### src/rtl/joy_db15_responder.sv
// Device end of the DB15 joystick serial link: snapshots both players' buttons on the
// host load strobe, then shifts the frame out LSB-first on each host clock rising edge.
//
// state   | meaning
// S_IDLE  | after reset, waiting for the first load strobe
// S_LOAD  | load held low, shift register tracks the button word
// S_SHIFT | frame in progress, one bit per host clock rising edge
// S_DONE  | frame complete, TAIL being shifted out
module joy_db15_responder #(
   parameter int   BITS_PP = 12,
   parameter bit   ACT_LOW = 1'b1,
   parameter logic TAIL    = 1'b1,
   parameter int   TIMEOUT = 1000000
) (
   input  logic               clk,
   input  logic               reset_n,
   input  logic [BITS_PP-1:0] p1_buttons,
   input  logic [BITS_PP-1:0] p2_buttons,
   input  logic               joy_clk,
   input  logic               joy_load,
   output logic               joy_data,
   output logic               frame_done,
   output logic [5:0]         bit_index,
   output logic               link_active
);

   localparam int            N      = 2 * BITS_PP;
   localparam logic [5:0]    LAST   = 6'(N);
   localparam int            TW     = (TIMEOUT > 1) ? $clog2(TIMEOUT + 1) : 1;
   localparam logic [TW-1:0] TO_MAX = TW'(TIMEOUT);

   typedef enum logic [1:0] {S_IDLE, S_LOAD, S_SHIFT, S_DONE} state_t;

   state_t         state, state_nxt;
   logic [N-1:0]   shreg, shreg_nxt, frame_word;
   logic [5:0]     bit_index_nxt;
   logic           frame_done_nxt;
   logic           clk_meta, clk_sync, clk_prev;
   logic           ld_meta, ld_sync, ld_prev;
   logic           clk_rise, load_fall;
   logic [TW-1:0]  to_cnt;

   // Two-flop synchronisers plus an edge-detect flop; idle level of both pins is high.
   always_ff @(posedge clk or negedge reset_n) begin
      if (!reset_n) begin
         clk_meta <= 1'b1;
         clk_sync <= 1'b1;
         clk_prev <= 1'b1;
         ld_meta  <= 1'b1;
         ld_sync  <= 1'b1;
         ld_prev  <= 1'b1;
      end else begin
         clk_meta <= joy_clk;
         clk_sync <= clk_meta;
         clk_prev <= clk_sync;
         ld_meta  <= joy_load;
         ld_sync  <= ld_meta;
         ld_prev  <= ld_sync;
      end
   end

   assign clk_rise   = clk_sync & ~clk_prev;
   assign load_fall  = ~ld_sync & ld_prev;
   assign frame_word = {p2_buttons, p1_buttons} ^ {N{ACT_LOW}};

   always_ff @(posedge clk or negedge reset_n) begin
      if (!reset_n) begin
         state      <= S_IDLE;
         shreg      <= {N{TAIL}};
         joy_data   <= TAIL;
         bit_index  <= 6'd0;
         frame_done <= 1'b0;
      end else begin
         state      <= state_nxt;
         shreg      <= shreg_nxt;
         joy_data   <= shreg[0];
         bit_index  <= bit_index_nxt;
         frame_done <= frame_done_nxt;
      end
   end

   // Load low overrides everything, so a coincident clock edge never shifts.
   always_comb begin
      state_nxt      = state;
      shreg_nxt      = shreg;
      bit_index_nxt  = bit_index;
      frame_done_nxt = 1'b0;
      if (!ld_sync) begin
         state_nxt     = S_LOAD;
         shreg_nxt     = frame_word;
         bit_index_nxt = 6'd0;
      end else begin
         case (state)
            S_LOAD: state_nxt = S_SHIFT;
            S_SHIFT: begin
               if (clk_rise) begin
                  shreg_nxt     = {TAIL, shreg[N-1:1]};
                  bit_index_nxt = bit_index + 6'd1;
                  if (bit_index + 6'd1 == LAST) begin
                     state_nxt      = S_DONE;
                     frame_done_nxt = 1'b1;
                  end
               end
            end
            S_DONE: begin
               if (clk_rise) shreg_nxt = {TAIL, shreg[N-1:1]};
            end
            default: ;
         endcase
      end
   end

   // Link watchdog: restarted by every load fall, saturates at TIMEOUT (0 never expires).
   always_ff @(posedge clk or negedge reset_n) begin
      if (!reset_n) begin
         to_cnt      <= '0;
         link_active <= 1'b0;
      end else if (load_fall) begin
         to_cnt      <= '0;
         link_active <= 1'b1;
      end else if (to_cnt != TO_MAX) begin
         to_cnt <= to_cnt + TW'(1);
         if (to_cnt + TW'(1) == TO_MAX) link_active <= 1'b0;
      end
   end

endmodule

### config.mk
export PLATFORM = sky130hd
export DESIGN_NAME = joy_db15_responder
export DESIGN_NICKNAME = d
export VERILOG_FILES = /design/src/rtl/joy_db15_responder.sv
export SDC_FILE = /design/constraint.sdc
export NUM_CORES = 1
export LEC_CHECK = 0
export ABC_AREA = 1
export CORE_ASPECT_RATIO = 0.75
export CORE_MARGIN = 1
export CORE_UTILIZATION = 60
export DETAILED_ROUTE_END_ITERATION = 8
export DONT_BUFFER_PORTS = 1
export PLACE_DENSITY_LB_ADDON = 0.12
export SYNTH_ARGS = -nofsm -noshare
export SYNTH_HDL_FRONTEND = slang
export SYNTH_SLANG_ARGS = --single-unit
### constraint.sdc
create_clock -name clk -period 2 [get_ports clk]
set_clock_uncertainty 0.15 [all_clocks]
set_input_delay 0.4 -clock clk [delete_from_list [all_inputs] [get_ports clk]]
set_output_delay 0.4 -clock clk [all_outputs]
set_load 0.02 [all_outputs]
==> results of run 1 <==
## through the flow
step	worst slack, ns	power, mW	util, %	instance area, sq um
6_report	0.125	2.93	74.6	3630
5_1_grt	0.00601	3.06	74.6	3630
4_1_cts	0.122	2.92	74.1	3610
3_5_place_dp	0.140	1.76	64.0	3120
3_3_place_gp	0.185	1.75	64.0	3120
2_1_floorplan	0.311	1.69	-	3040
## what timing repair did
action	4_1_cts	5_1_grt
endpoints found under the hold margin	86	0
resized for setup	0	5
setup endpoints to repair	0	1
hold buffers	27	0
setup buffers	0	1
## logic make-up after synthesis
family | synth area share (%)
adders and majority gates | 1.65
DFF | 51.5
xor gates and xnor gates | 2.59
and+or+nand+nor | 28.4
buffers and inverters | 5.43
AOI/OAI and AO/OA | 10.5
## area by class of cell
cell class                      instances  area [sq um]  area share [%]
Inverter                               33           124            3.41
Timing Repair Buffer                   34           340            9.37
Tap cell                               60          75.1            2.07
Multi-Input combinational cell        254          1320            36.4
Clock buffer                           11           163            4.48
Sequential cell                        61          1570            43.2
Clock inverter                          5          40.0            1.10
## cells in the mapped netlist, drive strengths merged
library cell,number,share of area (%)
o21ai,9,1.6
clkbuf,6,0.74
inv,32,4.0
a21oi,10,1.6
nor2,72,10
a22oi,1,0.25
nand4,4,0.82
dfstp,31,27
buf,4,0.62
nand3b,3,0.74
clkinv,1,0.12
a211oi,22,5.4
o22ai,4,0.82
xor2,9,2.6
nand2,71,9.3
nand3,15,2.6
nor3,27,4.4
dfrtp,30,25
ha,4,1.6
o21bai,3,0.74
## flip-flops by register name, summed over array words and instances (netlist names)
register,cells
ld_meta,1
link_active,1
joy_data,1
to_cnt,20
bit_index,6
ld_prev,1
clk_prev,1
frame_done,1
ld_sync,1
clk_meta,1
clk_sync,1
shreg,24
state,2
## power breakdown
group	internal, mW	switching [mW]	leakage (nW)
clock	0.567	0.530	0.0937
sequential	1.38	0.110	0.726
combinational	0.143	0.193	0.690
total	2.09	0.833	1.51
## final timing paths
check | start | end | slack (ns) | depth (start not counted)
worst max-delay path | to_cnt[7] | link_active | 0.13 | 11
worst min-delay path | p2_buttons[10] | shreg[22] | 0.12 | 3
worst max register to register | to_cnt[7] | link_active | 0.13 | 11
worst min register to register | ld_meta | ld_sync | 0.21 | 0
max in group asynchronous | reset_n | shreg[18] | 0.97 | 2
min in group asynchronous | reset_n | to_cnt[11] | 0.42 | 2
## worst max-delay path: cells and delay by family (launching register included)
kind               cells  cell delay (ns)
DFF                    1             0.45
and+or+nand+nor       10             1.03
AOI/OAI and AO/OA      1             0.13
## metal layers
layer | GRT usage [%] | wire, um
met5 | 0 | 0
met4 | 9.05 | 73
met3 | 6.29 | 365
met2 | 39.9 | 2990
met1 | 36.1 | 3050
==> results.tsv, run 1 <==
metric	value	unit
Core Area	4870	sq um
Setup Crit Path Kind	flip-flop to flip-flop	
WP data required	2.08	ns
antenna violations before repair	0	
RSZ-0062 raised after global routing	no	
die area	5360	sq um
number of global-route vias before repair	2304	
synthesized area	3040	sq um
clock transition at the registers of the reported paths	0.08	ns
slowest cell delay on critical path	0.45	ns
worst skew pair latency	0.35	ns
Final min period	1.87	ns
Tightest Pin Transition	0.487	ns
number of remaining DRC errors	4	
GRT Overall Usage	26.0	%
syn_area_per_cell	8.49	sq um
Top cell by count, worst path	nand2_1	
Clock Root Buffer	clkbuf_8	
first-pass GRT wire length	10700	um
WHS	0.119	ns
CP Launch Type	flip-flop	
commonest non-fill, non-tap cell in the layout	nand2_1	
# Max-Cap Violations	0	
Starting Density	62.4	%
top fanout value on the critical path	5	
Cells after Synth	358	
TritonCTS clock tree	done	
LEAKAGE	1.51	nW
routed vias/inst	5.54	
synthesis-stage register bit count	61	
clock buffer depth	2	
Syn. warnings	0	
failing checks	DRC	
dpl cells	414	
Diodes inserted	0	
nets	425	
clk sinks	61	
H-tree lvl count	3	
fillers	359	
Final Non-Filler Cells	458	
Routed WL	6480	um
synth-to-layout area growth	19.5	%
status	complete, but fails checks	
Routed wire per std cell	14.1	um
Worst Path Arrival	1.96	ns
PortBufs	0	
DIE WIDTH	84.2	um
1st-iter DRT viols	247	
Final Max Slew Viols	0	
Final Hold Violating Endpoints	0	
Initial DRT Pass Iterations	7	
Yosys cell types	28	
Slowest cell on crit path	dfrtp_1	
fin crit share	93.7	%
syn_nets	390	
pin count of the biggest net entering global routing	62	
share of cells above drive strength 1	18.6	%
most frequent cells in the layout	65 x nand2_1, 64 x nor2_1, 32 x inv_1	
via count	2539	
RePlAce Congestion	0.857	
cts bufs inserted	9	
P per Cell Area	806	nW/um^2
Final ANT Viol Nets	0	
crit path cell chain	nand2_2, nor2_2, nand2_2, o21ai_2, nand2_1, nor2_1, nand2_1, nor2_1, nand3_1, nand2_1, nand2_1	
Post-DP HPWL	4210	um
Hold Path Class	input pin to flip-flop	
sequential area share after synthesis	51.5	%
final setup fails	0	
max_slew headroom	67.3	%
Die Height	63.7	um
Site Rows	22	
Max IR drop VDD	0.697	mV
GRT Residual Overflow	0	
CP Capture Type	flip-flop	
I/O pins	37	
setup tns final	0	ns
f_max	533	MHz
(Power assumes the default switching activity.)
==> run 2, diff against run 1 <==
--- a/config.mk
+++ b/config.mk
@@ -6,6 +6,7 @@
 export NUM_CORES = 1
 export LEC_CHECK = 0
 export ABC_AREA = 1
+export CAP_MARGIN = 20
 export CORE_ASPECT_RATIO = 0.75
 export CORE_MARGIN = 1
 export CORE_UTILIZATION = 60
==> results of run 2 <==
The final DEF is identical to that of run 1; final timing and power are the same.
